<file path="src/rtl/demux1to4_phased.sv">
// Phased 1:4 demultiplexer: routes one accepted word to lane a/b/c/d through the
// four-phase power-clock sequence IDLE -> RAMP -> HOLD -> RECOVER, with registered outputs.
module demux1to4_phased #(
  parameter int WIDTH       = 1,
  parameter int RAMP_CYCLES = 2,
  parameter int HOLD_CYCLES = 2
) (
  input  logic             clk,
  input  logic             rst,
  input  logic             in_valid,
  output logic             in_ready,
  input  logic [WIDTH-1:0] din,
  input  logic             in0,
  input  logic             in1,
  output logic [WIDTH-1:0] a,
  output logic [WIDTH-1:0] b,
  output logic [WIDTH-1:0] c,
  output logic [WIDTH-1:0] d,
  output logic             out_valid,
  output logic             clkpos,
  output logic             clkneg
);

  localparam int MAXC = (RAMP_CYCLES > HOLD_CYCLES) ? RAMP_CYCLES : HOLD_CYCLES;
  localparam int CW   = (MAXC > 1) ? $clog2(MAXC) : 1;

  generate
    if (RAMP_CYCLES < 1) begin : g_bad_ramp
      $error("demux1to4_phased: RAMP_CYCLES must be >= 1");
    end
    if (HOLD_CYCLES < 1) begin : g_bad_hold
      $error("demux1to4_phased: HOLD_CYCLES must be >= 1");
    end
  endgenerate

  typedef enum logic [1:0] {
    S_IDLE,
    S_RAMP,
    S_HOLD,
    S_RECOVER
  } state_t;

  state_t                  r_state;
  state_t                  w_state_next;
  logic [CW-1:0]           r_cnt;
  logic [CW-1:0]           w_cnt_next;
  logic [WIDTH-1:0]        r_din;
  logic [1:0]              r_sel;
  logic                    w_accept;
  logic [3:0][WIDTH-1:0]   w_lane_next;
  logic [3:0][WIDTH-1:0]   r_lane;
  logic                    r_out_valid;
  logic                    r_clkpos;

  // Gated by rst so upstream never sees a handshake while reset is asserted.
  assign in_ready = (r_state == S_IDLE) && !rst;
  assign w_accept = (r_state == S_IDLE) && in_valid;

  always_comb begin
    w_state_next = r_state;
    w_cnt_next   = r_cnt;
    unique case (r_state)
      S_IDLE: begin
        if (in_valid) begin
          w_state_next = S_RAMP;
          w_cnt_next   = CW'(RAMP_CYCLES - 1);
        end
      end
      S_RAMP: begin
        if (r_cnt == '0) begin
          w_state_next = S_HOLD;
          w_cnt_next   = CW'(HOLD_CYCLES - 1);
        end else begin
          w_cnt_next = r_cnt - CW'(1);
        end
      end
      S_HOLD: begin
        if (r_cnt == '0) begin
          w_state_next = S_RECOVER;
          w_cnt_next   = CW'(RAMP_CYCLES - 1);
        end else begin
          w_cnt_next = r_cnt - CW'(1);
        end
      end
      S_RECOVER: begin
        if (r_cnt == '0) begin
          w_state_next = S_IDLE;
        end else begin
          w_cnt_next = r_cnt - CW'(1);
        end
      end
      default: begin
        w_state_next = S_IDLE;
        w_cnt_next   = '0;
      end
    endcase
  end

  always_ff @(posedge clk) begin
    if (rst) begin
      r_state <= S_IDLE;
      r_cnt   <= '0;
    end else begin
      r_state <= w_state_next;
      r_cnt   <= w_cnt_next;
    end
  end

  // Word and select are captured once at acceptance; later input changes are ignored.
  always_ff @(posedge clk) begin
    if (rst) begin
      r_din <= '0;
      r_sel <= '0;
    end else if (w_accept) begin
      r_din <= din;
      r_sel <= {in1, in0};
    end
  end

  generate
    for (genvar gi = 0; gi < 4; gi++) begin : g_lane
      assign w_lane_next[gi] = ((r_state == S_HOLD) && (r_sel == 2'(gi))) ? r_din : '0;
    end
  endgenerate

  always_ff @(posedge clk) begin
    if (rst) begin
      r_lane      <= '0;
      r_out_valid <= 1'b0;
      r_clkpos    <= 1'b0;
    end else begin
      r_lane      <= w_lane_next;
      r_out_valid <= (r_state == S_HOLD);
      r_clkpos    <= (r_state == S_RAMP) || (r_state == S_HOLD);
    end
  end

  assign a         = r_lane[0];
  assign b         = r_lane[1];
  assign c         = r_lane[2];
  assign d         = r_lane[3];
  assign out_valid = r_out_valid;
  assign clkpos    = r_clkpos;
  assign clkneg    = ~r_clkpos;

endmodule

</file>
<file path="config.mk">
export PLATFORM = sky130hd
export DESIGN_NAME = demux1to4_phased
export DESIGN_NICKNAME = d
export VERILOG_FILES = /design/src/rtl/demux1to4_phased.sv
export SDC_FILE = /design/constraint.sdc
export NUM_CORES = 1
export LEC_CHECK = 0
export BUFFER_PORTS_ARGS = -buffer_cell sky130_fd_sc_hd__buf_2
export CAP_MARGIN = 15
export CORE_UTILIZATION = 32
export CTS_BUF_LIST = sky130_fd_sc_hd__clkbuf_16
export CTS_CLUSTER_DIAMETER = 100
export DETAILED_ROUTE_END_ITERATION = 10
export HOLD_SLACK_MARGIN = 0.08
export PLACE_DENSITY = 0.51
export SYNTH_ARGS = -nofsm -noshare
export SYNTH_HDL_FRONTEND = slang
export SYNTH_SLANG_ARGS = --single-unit
</file>
<file path="constraint.sdc">
create_clock -name clk -period 2.8 [get_ports clk]
set_clock_uncertainty 0.15 [all_clocks]
set_input_delay 0.56 -clock clk [delete_from_list [all_inputs] [get_ports clk]]
set_output_delay 0.56 -clock clk [all_outputs]
set_load 0.01 [all_outputs]
</file>
# Yosys cells after proc, flatten, opt, wreduce, memory -nomap -nowiden
# Index checks and enable logic that the tools add are counted.
# totals
reg_bits	12
in_bits	6
out_inout_bits	8
wordCells	51
# classes
addsub	1
eq_ne	10
muxes	9
n_bitwise	5
n_reduce_logical	16
# ops
operator	n
$reduce_or A2 Y1	5
$eq A2 B2 Y1 const B	4
$mux W2	4
$ne A2 B2 Y1 const B	4
$pmux W2 S4	1
$logic_and A1 B1 Y1	6
$not A1 Y1	5
$eq A2 B1 Y1 const B	2
$logic_not A2 Y1	2
$reduce_and A4 Y1	1
$mux W1	3
$pmux W1 S3	1
$logic_not A1 Y1	1
$logic_or A1 B1 Y1	1
$sub A1 B1 Y1 const B	1

# Depth between registers and ports, before layout
# logic_depth
ltp_word	4
mapped_depth	5
mapped_depth_nobuf	5

# Worst setup path before layout
# No wires, ideal clock.
# synth_timing
kind	input to output
from	input port rst
to	output port in_ready
t_arrival_ns	0.906
required_time_ns	2.090
path_slack_ns	1.184
cell_stages	2
cell_sequence	buf_2 nor2b_1
# synth_between
elab_chain_len	2
# synth_lines
item	line	rtl
start, declared	9	input logic rst,
$logic_not A1 Y1	56	assign in_ready = (r_state == S_IDLE) && !rst;
$logic_and A1 B1 Y1	56	
end, declared	11	output logic in_ready,
# No other way between the ends.

# Worst setup path in the final report
# layout_timing
from	register r_state[0]
to	output port in_ready
# layout_between
elab_chain_len	2
# layout_lines
item	line	rtl
start, declared	43	state_t r_state;
start signal, assigned	104	r_state <= w_state_next;
$logic_not A2 Y1	56	
$logic_and A1 B1 Y1	56	
# No other way between the ends.

==> results.txt <==
post-synthesis sequential area ratio = 0.462
worst IR drop on VDD = 498 uV
clk sinks = 12
total number of placement rows = 14
Critical Path AT = 1.29 ns
Post-synth EDFFs = 0
clock root buffer = clkbuf_16
Setup Buffers After CTS = 0
most common cell after layout, fill and taps aside = buf_2
Seq cells post-synth = 12
Num CTS Buffers = 3
routed via count = 388
Initial DRT Pass Iterations = 2
CP max-delay cell = dfxtp_1
pin count of the biggest net entering global routing = 10
WP buf/inv = 2
reg-to-reg slack, setup = 1.09 ns
period utilization = 0.716
Syn Area/Cell = 10.4 um2
Post-synth ARST share = 0
f_max = 0.499 GHz
Layout fillers = 157
drc violations = 0
depth of the most critical reg-to-reg path = 5
final-stage net count = 78
Worst Hold Class = reg -> reg
Max Transition Viols Final = 0
worst hold endpoint = r_din$_SDFFE_PP0P_
share of layout cells above drive strength 1 = 0.333
Startpoint Class = flip-flop
H-tree Lvls = 1
total gr overflow = 0
kind of end point of the critical path = output port
wire per inst = 11.8 um
worst reg2reg endpoint = r_state[0]$_SDFFE_PP0P_
port bufs = 13
Util after Layout = 0.451
FF-to-FF Start = r_state[0]$_SDFFE_PP0P_
hold path start = r_din$_SDFFE_PP0P_
endpoints failing setup = 0
WP data required = 2.09 ns
Min-Delay Path Depth = 2
DRT iter0 DRCs = 3
core footprint = 0.00151 mm2
CP peak stage delay = 0.39 ns
max-cap violations = 0
Crit path max-delay family = flip-flops
WS Path Type = reg -> out
Mapped Area = 520 um2
Non-Filler Instances = 82
Initial Utilization = 0.346
CP Cell Sequence = inv_1 > ha_1 > nor2b_1 > buf_2
Slew HR = 0.823
die area = 0.00179 mm2
# IOs = 14
dominant synthesized flop cell = dfxtp_1
clk_lat worst skew = 0.24 ns
initial antenna violation count = 0
Chip Height = 42.3 um
post_cts resized = 0
post-layout min period = 2.00 ns
Ant. Diodes = 0
# hold bufs at CTS = 0
maximum clock path buffer count = 2
RSZ-0062 raised after global routing = false
Clk pin slew, worst setup/hold paths = 0.04 ns
TNS Setup = 0 ns
crit-path max FO = 6
power density over the cells = 1100 mW/mm2
CTS tree = yes
overall fraction of global-route tracks in use = 0.138
first-pass GRT wire length = 1.73 mm
vias in the first global route = 384
cell count after synthesis = 50
Synth-to-Final Area Change = 30.5%
Syn. warnings = 0
global placement routability congestion = 0.701
Leak Pwr = 0.299 nW
final hold violations = 0
via/cell ratio = 4.73
Distinct cells, synth = 21
status = complete, no violations
Worst-Margin Slew = 0.265 ns
Inst Count DP = 78
post-route ant nets = 0
Mapped Nets = 61
die width = 42.3 um
final wirelength = 966 um
most frequent cells in the layout = buf_2, dfxtp_1, nand2_1, ha_1
cell usage after synthesis, types with 2 or more instances:
master   count  area share
a21oi_1      3       0.029
dfxtp_1     12        0.46
ha_1         5        0.12
inv_1        3       0.022
mux2i_1      2       0.038
nand2_1      5       0.036
nand3_1      3       0.029
nor2_1       2       0.014
nor2b_1      2       0.024
nor3b_1      2       0.029
kinds of logic after synthesis:
group	synth area share
buffers and inverters	0.0312
flip-flops	0.462
multiplexers	0.0385
AO/OA/AOI/OAI	0.156
AND/OR/NAND/NOR	0.192
adder cells (fa/ha/maj)	0.120
flip-flops by register name, indices dropped and copies added, names as in the netlist:
register and cells:
clkpos 1, out_valid 1, b 1, r_cnt 1, r_state 2, c 1
a 1, d 1, r_sel 2, r_din 1
metrics by stage:
| step | hold slack [ns] | power [W] | worst slack (ns) | area [um2] |
|---|---|---|---|---|
| 6_report | 0.313 | 0.000750 | 0.796 | 679 |
| 5_1_grt | 0.333 | 0.000805 | 0.713 | 679 |
| 4_1_cts | 0.317 | 0.000762 | 0.788 | 679 |
| 3_5_place_dp | 0.311 | 0.000496 | 1.05 | 601 |
| 3_3_place_gp | 0.313 | 0.000493 | 1.08 | 601 |
| 2_1_floorplan | 0.295 | 0.000431 | 1.18 | 520 |
routing by layer:
metal	up-vias	routed length, um	GRT usage
met5	-	0	0
met4	0	29	0.0938
met3	4	40	0.0647
met2	8	495	0.234
met1	173	400	0.131
li1	203	-	-
area by class of cell:
type / count / area (um2) / area share
sequential: 12 / 240 / 0.354
inverter: 3 / 11.3 / 0.0166
clock buffer: 3 / 75.1 / 0.110
multi-input combinational: 34 / 264 / 0.389
timing repair buffer: 13 / 65.1 / 0.0958
clock inverter: 1 / 3.75 / 0.00552
tap: 16 / 20.0 / 0.0295
worst reg2reg max path, stage by stage (launching register included):
cell      delay [ns]
dfxtp_1         0.39
inv_1           0.11
ha_1            0.27
o31ai_4         0.33
a21oi_2         0.10
a311oi_2        0.26
worst max-delay path by stage:
stage                                  from  slack (ns)  cells past startpoint  endpoint
floorplan                               rst        1.18                      2  in_ready
global placement    r_state[0]$_SDFFE_PP0P_        1.08                      4  in_ready
detailed placement  r_state[0]$_SDFFE_PP0P_        1.05                      4  in_ready
CTS                 r_state[0]$_SDFFE_PP0P_        0.79                      4  in_ready
global route        r_state[0]$_SDFFE_PP0P_        0.71                      4  in_ready
finish              r_state[0]$_SDFFE_PP0P_        0.80                      4  in_ready
report_power, final:
part / switching [W] / total [W] / internal [W]
logic: 0.000140 / 0.000255 / 0.000115
clock network: 0.0000694 / 0.000257 / 0.000187
registers: 0.0000312 / 0.000239 / 0.000207
total: 0.000241 / 0.000750 / 0.000509
Power figures use the tool's default switching activity.
